$ cat config.mk
export PLATFORM = sky130hd
export DESIGN_NAME = change_dispenser
export DESIGN_NICKNAME = d
export VERILOG_FILES = /design/src/rtl/cafe_pkg.sv /design/src/rtl/change_coin_select.sv /design/src/rtl/change_dispenser.sv
export SDC_FILE = /design/constraint.sdc
export NUM_CORES = 1
export LEC_CHECK = 0
export ABC_AREA = 0
export CAP_MARGIN = 0
export CORE_AREA = 2 2 56 58
export CTS_CLUSTER_DIAMETER = 120
export CTS_CLUSTER_SIZE = 28
export DETAILED_ROUTE_END_ITERATION = 16
export DIE_AREA = 0 0 58 60
export MAX_ROUTING_LAYER = met4
export PLACE_DENSITY = 0.83
export SYNTH_ARGS = -nofsm -noshare
export SYNTH_HDL_FRONTEND = slang
export SYNTH_SLANG_ARGS = --single-unit
$ cat constraint.sdc
create_clock -name clk -period 4.6 [get_ports clk]
set_clock_uncertainty 0.2 [all_clocks]
set_input_delay 1.38 -clock clk [delete_from_list [all_inputs] [get_ports clk]]
set_output_delay 1.38 -clock clk [all_outputs]
set_load 0.005 [all_outputs]
$ cat src/rtl/cafe_pkg.sv
// Shared vending-cafe definitions: money width, coin codes and the change dispenser state encoding.
package cafe_pkg;

  localparam int MONEY_W = 5;
  typedef logic [MONEY_W-1:0] money_t;

  typedef logic [1:0] coin_code_t;
  localparam coin_code_t COIN_NONE = 2'b00;
  localparam coin_code_t COIN_01   = 2'b01;
  localparam coin_code_t COIN_10   = 2'b10;
  localparam coin_code_t COIN_11   = 2'b11;

  typedef enum logic [2:0] {
    ST_IDLE,
    ST_SELECT,
    ST_EJECT,
    ST_DONE,
    ST_FAULT
  } disp_state_e;

endpackage

$ cat src/rtl/change_coin_select.sv
// Greedy coin picker: the largest-value coin that fits in the remainder and whose hopper still has stock.
module change_coin_select
  import cafe_pkg::*;
(
  input  money_t     remaining,
  input  logic [2:0] hopper_empty,
  input  money_t     val_01,
  input  money_t     val_10,
  input  money_t     val_11,
  output coin_code_t code,
  output money_t     value,
  output logic       found
);

  money_t vals [3];

  always_comb begin
    // NOTE: every output of a combinational block gets a default first so no path leaves it unassigned (no latch).
    code    = COIN_NONE;
    value   = '0;
    found   = 1'b0;
    vals[0] = val_01;
    vals[1] = val_10;
    vals[2] = val_11;
    // Zero-valued coins are never eligible, otherwise the payout could loop forever.
    for (int i = 0; i < 3; i++) begin
      if (!hopper_empty[i] && vals[i] != '0 && vals[i] <= remaining &&
          (!found || vals[i] > value)) begin
        code  = coin_code_t'(i + 1);
        value = vals[i];
        found = 1'b1;
      end
    end
  end

endmodule

$ cat src/rtl/change_dispenser.sv
// Pays out a latched change amount one coin at a time over a valid/ack handshake to the coin hoppers.
module change_dispenser
  import cafe_pkg::*;
#(
  parameter int unsigned VAL_01      = 1,
  parameter int unsigned VAL_10      = 2,
  parameter int unsigned VAL_11      = 5,
  parameter int unsigned ACK_TIMEOUT = 15
) (
  input  logic               clk,
  input  logic               rst,
  input  logic               start,
  input  logic [MONEY_W-1:0] change,
  input  logic [2:0]         hopper_empty,
  input  logic               eject_ack,
  input  logic               clear,
  output logic               eject_valid,
  output logic [1:0]         eject_code,
  output logic               busy,
  output logic               done,
  output logic               fault,
  output logic [MONEY_W-1:0] shortfall,
  output logic [MONEY_W-1:0] coins_out
);

  localparam int CNT_W = $clog2(ACK_TIMEOUT + 1);

  disp_state_e state_q, state_d;
  money_t      remaining_q, remaining_d;
  coin_code_t  code_q, code_d;
  money_t      value_q, value_d;
  logic [CNT_W-1:0] cnt_q, cnt_d, cnt_inc;
  money_t      shortfall_q, shortfall_d;
  money_t      coins_q, coins_d;

  coin_code_t  sel_code;
  money_t      sel_value;
  logic        sel_found;

  change_coin_select u_select (
    .remaining    (remaining_q),
    .hopper_empty (hopper_empty),
    .val_01       (money_t'(VAL_01)),
    .val_10       (money_t'(VAL_10)),
    .val_11       (money_t'(VAL_11)),
    .code         (sel_code),
    .value        (sel_value),
    .found        (sel_found)
  );

  assign cnt_inc = cnt_q + CNT_W'(1);

  always_comb begin
    state_d     = state_q;
    remaining_d = remaining_q;
    code_d      = code_q;
    value_d     = value_q;
    cnt_d       = cnt_q;
    shortfall_d = shortfall_q;
    coins_d     = coins_q;

    unique case (state_q)
      ST_IDLE: begin
        if (start) begin
          remaining_d = change;
          coins_d     = '0;
          state_d     = ST_SELECT;
        end
      end
      ST_SELECT: begin
        if (remaining_q == '0) begin
          state_d = ST_DONE;
        end else if (sel_found) begin
          code_d  = sel_code;
          value_d = sel_value;
          cnt_d   = '0;
          state_d = ST_EJECT;
        end else begin
          shortfall_d = remaining_q;
          state_d     = ST_FAULT;
        end
      end
      ST_EJECT: begin
        // An ack arriving on the timeout cycle still counts as a delivered coin.
        if (eject_ack) begin
          remaining_d = remaining_q - value_q;
          if (coins_q != '1) coins_d = coins_q + money_t'(1);
          state_d = ST_SELECT;
        end else begin
          cnt_d = cnt_inc;
          if (cnt_inc == CNT_W'(ACK_TIMEOUT)) begin
            shortfall_d = remaining_q;
            state_d     = ST_FAULT;
          end
        end
      end
      ST_DONE: state_d = ST_IDLE;
      ST_FAULT: begin
        if (clear) begin
          shortfall_d = '0;
          state_d     = ST_IDLE;
        end
      end
      default: state_d = ST_IDLE;
    endcase
  end

  // NOTE: sequential state uses non-blocking assignments so every flop samples pre-edge values.
  always_ff @(posedge clk or posedge rst) begin
    if (rst) begin
      state_q     <= ST_IDLE;
      remaining_q <= '0;
      code_q      <= COIN_NONE;
      value_q     <= '0;
      cnt_q       <= '0;
      shortfall_q <= '0;
      coins_q     <= '0;
    end else begin
      state_q     <= state_d;
      remaining_q <= remaining_d;
      code_q      <= code_d;
      value_q     <= value_d;
      cnt_q       <= cnt_d;
      shortfall_q <= shortfall_d;
      coins_q     <= coins_d;
    end
  end

  assign eject_valid = (state_q == ST_EJECT);
  assign eject_code  = code_q;
  assign busy        = (state_q != ST_IDLE);
  assign done        = (state_q == ST_DONE);
  assign fault       = (state_q == ST_FAULT);
  assign shortfall   = shortfall_q;
  assign coins_out   = coins_q;

endmodule

==> results.cfg <==
[floorplan]
io_pins = 29
row_count = 20
initial_core_util_pct = 54.2
core_um2 = 2900
die_y_um = 60
dieArea_um2 = 3480
die_w_um = 58

[finish]
design_area_um2 = 1870
diodes = 0
syn_to_final_growth_pct = 18.8
drive_above_1_share_pct = 7.14
nets = 219
fin_cells = 229

[pwr]
power_frac_seq_pct = 38.1
power.static_leakage_nw = 0.834
p_sw_mw = 0.461
p_clk_share_pct = 8.6
swShare_pct = 41.8
pwr-share-comb_pct = 53.3
internal-power_mw = 0.643
irDropWorstVdd_mv = 0.396
power.density_nw_per_um2 = 591

[critical_path]
start_kind = flop
cp_slowest_cell = or3b_2
slowest_delay_ns = 0.67
cp_top_family = simple AND/OR/NAND/NOR gates
cp_num_buf_inv = 2
crit_type = reg2out
crit_fanout = 16
cp.required_ns = 3.02
crit_arrival_ns = 2.18
end_kind = output port
cp_cell_sequence = or3b_2 > inv_2 > clkdlybuf4s50_1

[yosys]
synth-edff-count = 0
synth_area_leader_cell = dfrtp_1
async_flop_share_pct = 100
synth-main-ff-cell = dfrtp_1
synth_seq_cells = 26
yosys.cell_types.count = 46
synth_warnings = 0
syn_area_um2 = 1570
netlist_instances = 172
seq_area_frac_synth_pct = 41.4
synth_top_cells_by_area = dfrtp_1, ha_1, o21ai_0, nor2_1, nand2_1
syn_avg_cell_area_um2 = 9.14
synth_fp_nets = 193
yosysTopAreaCellShare_pct = 41.4

[clocking]
post-cts-setup-buffers = 0
clk_latency_ns = 0.32
ctsHtreeMaxLevel = 1
numCtsBuffers = 3
post_cts_resized = 0
cts.sinks = 26
ctsHoldBuffers = 0
cts.path.max_buffers = 2
cts_tree = yes
clkTransAtPathRegs_ns = 0.13
root_buffer = clkbuf_4

[timing]
slew_violations = 0
min_period_ns = 3.76
rsz0062_at_grt = no
relSlewSlack_pct = 34.3
min_period_over_period_pct = 81.8
final-hold-violation-count = 0
fin_tns_setup_ns = 0
max_freq_mhz = 266
setup_violations = 0
tightest_slew_ns = 0.984

[worst_hold_path]
hold_path.class = reg2reg

[drt]
final_antenna_net_count = 0
drc = 0
dr_total_vias = 1341
vias_per_cell = 5.86
routed_wl_mm = 3.39
wl_per_cell_um = 14.8
drt_iter0_markers = 33
first_pass_iters = 4

[place]
hpwl_mm = 2.57
gp_congestion = 0.863
place_area_um2 = 1850
port_buffers = 28
placedCellCount = 226

[global_route]
grt_pass1_wl_mm = 5.47
first_global_vias = 1250
gr-usage-all-layers_pct = 21.8
globalRouteOverflowTotal = 0
antenna_found_initial = 0
grt_max_degree = 27

[status]
status = completed

[job]
drv_cap = 0
==> kinds of logic (layout without fill, tap and decap cells) <==
kind of cell / count (synthesis) / in the layout / share of synthesized area [%]
mux: 2 / 2 / 1.27
xor+xnor: 2 / 2 / 1.11
flops: 26 / 26 / 41.4
buf+inv: 18 / 42 / 5.73
fa+ha+maj: 8 / 8 / 6.84
compound gates: 49 / 49 / 20.4
simple gates: 67 / 67 / 23.2
==> placed cells by master (no fill, tap or decap), drive strengths merged, types with 2 or more instances in the layout <==
master | synthesis | routed
nor2b | 7 | 7
and3 | 4 | 4
nor2 | 17 | 17
a31oi | 3 | 3
clkbuf | 4 | 3
nor3b | 2 | 2
ha | 7 | 7
clkdlybuf4s50 | 0 | 28
a22o | 6 | 6
inv | 11 | 11
o21ai | 17 | 17
mux2i | 2 | 2
nand3 | 4 | 4
xor2 | 2 | 2
a21oi | 11 | 11
nor3 | 6 | 6
nand2 | 16 | 16
a211o | 2 | 2
or3b | 2 | 2
dfrtp | 26 | 26
nand2b | 3 | 3
o22ai | 2 | 2
==> flip-flops by register name, summed over array words and instances, names as in the netlist <==
name,cells
shortfall,5
coins_out,5
cnt_q,4
remaining_q,5
eject_code,2
state_q,3
value_q,2
==> Yosys cell counts, drive strengths merged (4+ instances only) <==
master and number:
a21oi 11, nand2 16, nand3 4, nor2 17, and3 4, nor2b 7
nor3 6, inv 11, dfrtp 26, clkbuf 4, ha 7, o21ai 17
a22o 6
==> area by class of cell <==
class	count	area (µm²)
flip-flops and latches	26	651
well taps	33	41.3
fillers	261	1030
inverters	11	41.3
clock buffers	3	22.5
multi-input cells	128	832
repair buffers	28	280
==> power groups by stage <==
| stage | Sequential [mW] | Combinational, mW | Clock [mW] |
|---|---|---|---|
| global route | 0.431 | 0.657 | 0.107 |
| global placement | 0.419 | 0.567 | 0 |
| CTS | 0.420 | 0.590 | 0.0989 |
| floorplan | 0.383 | 0.430 | 0 |
| finish | 0.421 | 0.588 | 0.0951 |
| detailed placement | 0.424 | 0.581 | 0 |
==> worst paths after layout <==
path,from,end,slack [ns],cells after the start
setup / recovery,state_q[2]$_DFFE_PP0P_,eject_valid,0.84,3
hold / removal,shortfall[0]$_DFFE_PP0P_,shortfall[0]$_DFFE_PP0P_,0.32,1
setup reg to reg,remaining_q[4]$_DFFE_PP0P_,shortfall[2]$_DFFE_PP0P_,2.35,5
hold reg to reg,shortfall[0]$_DFFE_PP0P_,shortfall[0]$_DFFE_PP0P_,0.32,1
max in group asynchronous,rst,remaining_q[1]$_DFFE_PP0P_,2.22,2
min in group asynchronous,rst,cnt_q[2]$_DFFE_PP0P_,1.40,2
==> per-layer routing <==
metal | wire length (µm) | part of all wire [%] | vias to the layer above | track usage [%]
met4 | 136 | 4.0 | 0 | 11.6
met2 | 1590 | 47 | 48 | 35.9
met1 | 1480 | 44 | 621 | 26.2
met5 | 0 | 0 | - | -
met3 | 185 | 5.5 | 13 | 2.81
li1 | - | - | 659 | -
==> stage by stage <==
step           hold WS, ns  worst slack, ns  total power [mW]  utilization (%)
2_1_floorplan        0.288             1.81             0.813                -
3_3_place_gp         0.284             1.23             0.986             63.6
3_5_place_dp         0.282             1.20              1.01             63.6
4_1_cts              0.326            0.833              1.11             64.4
5_1_grt              0.342            0.739              1.20             64.4
6_report             0.321            0.839              1.10             64.4
No activity file was read; power rests on OpenSTA's default activity.
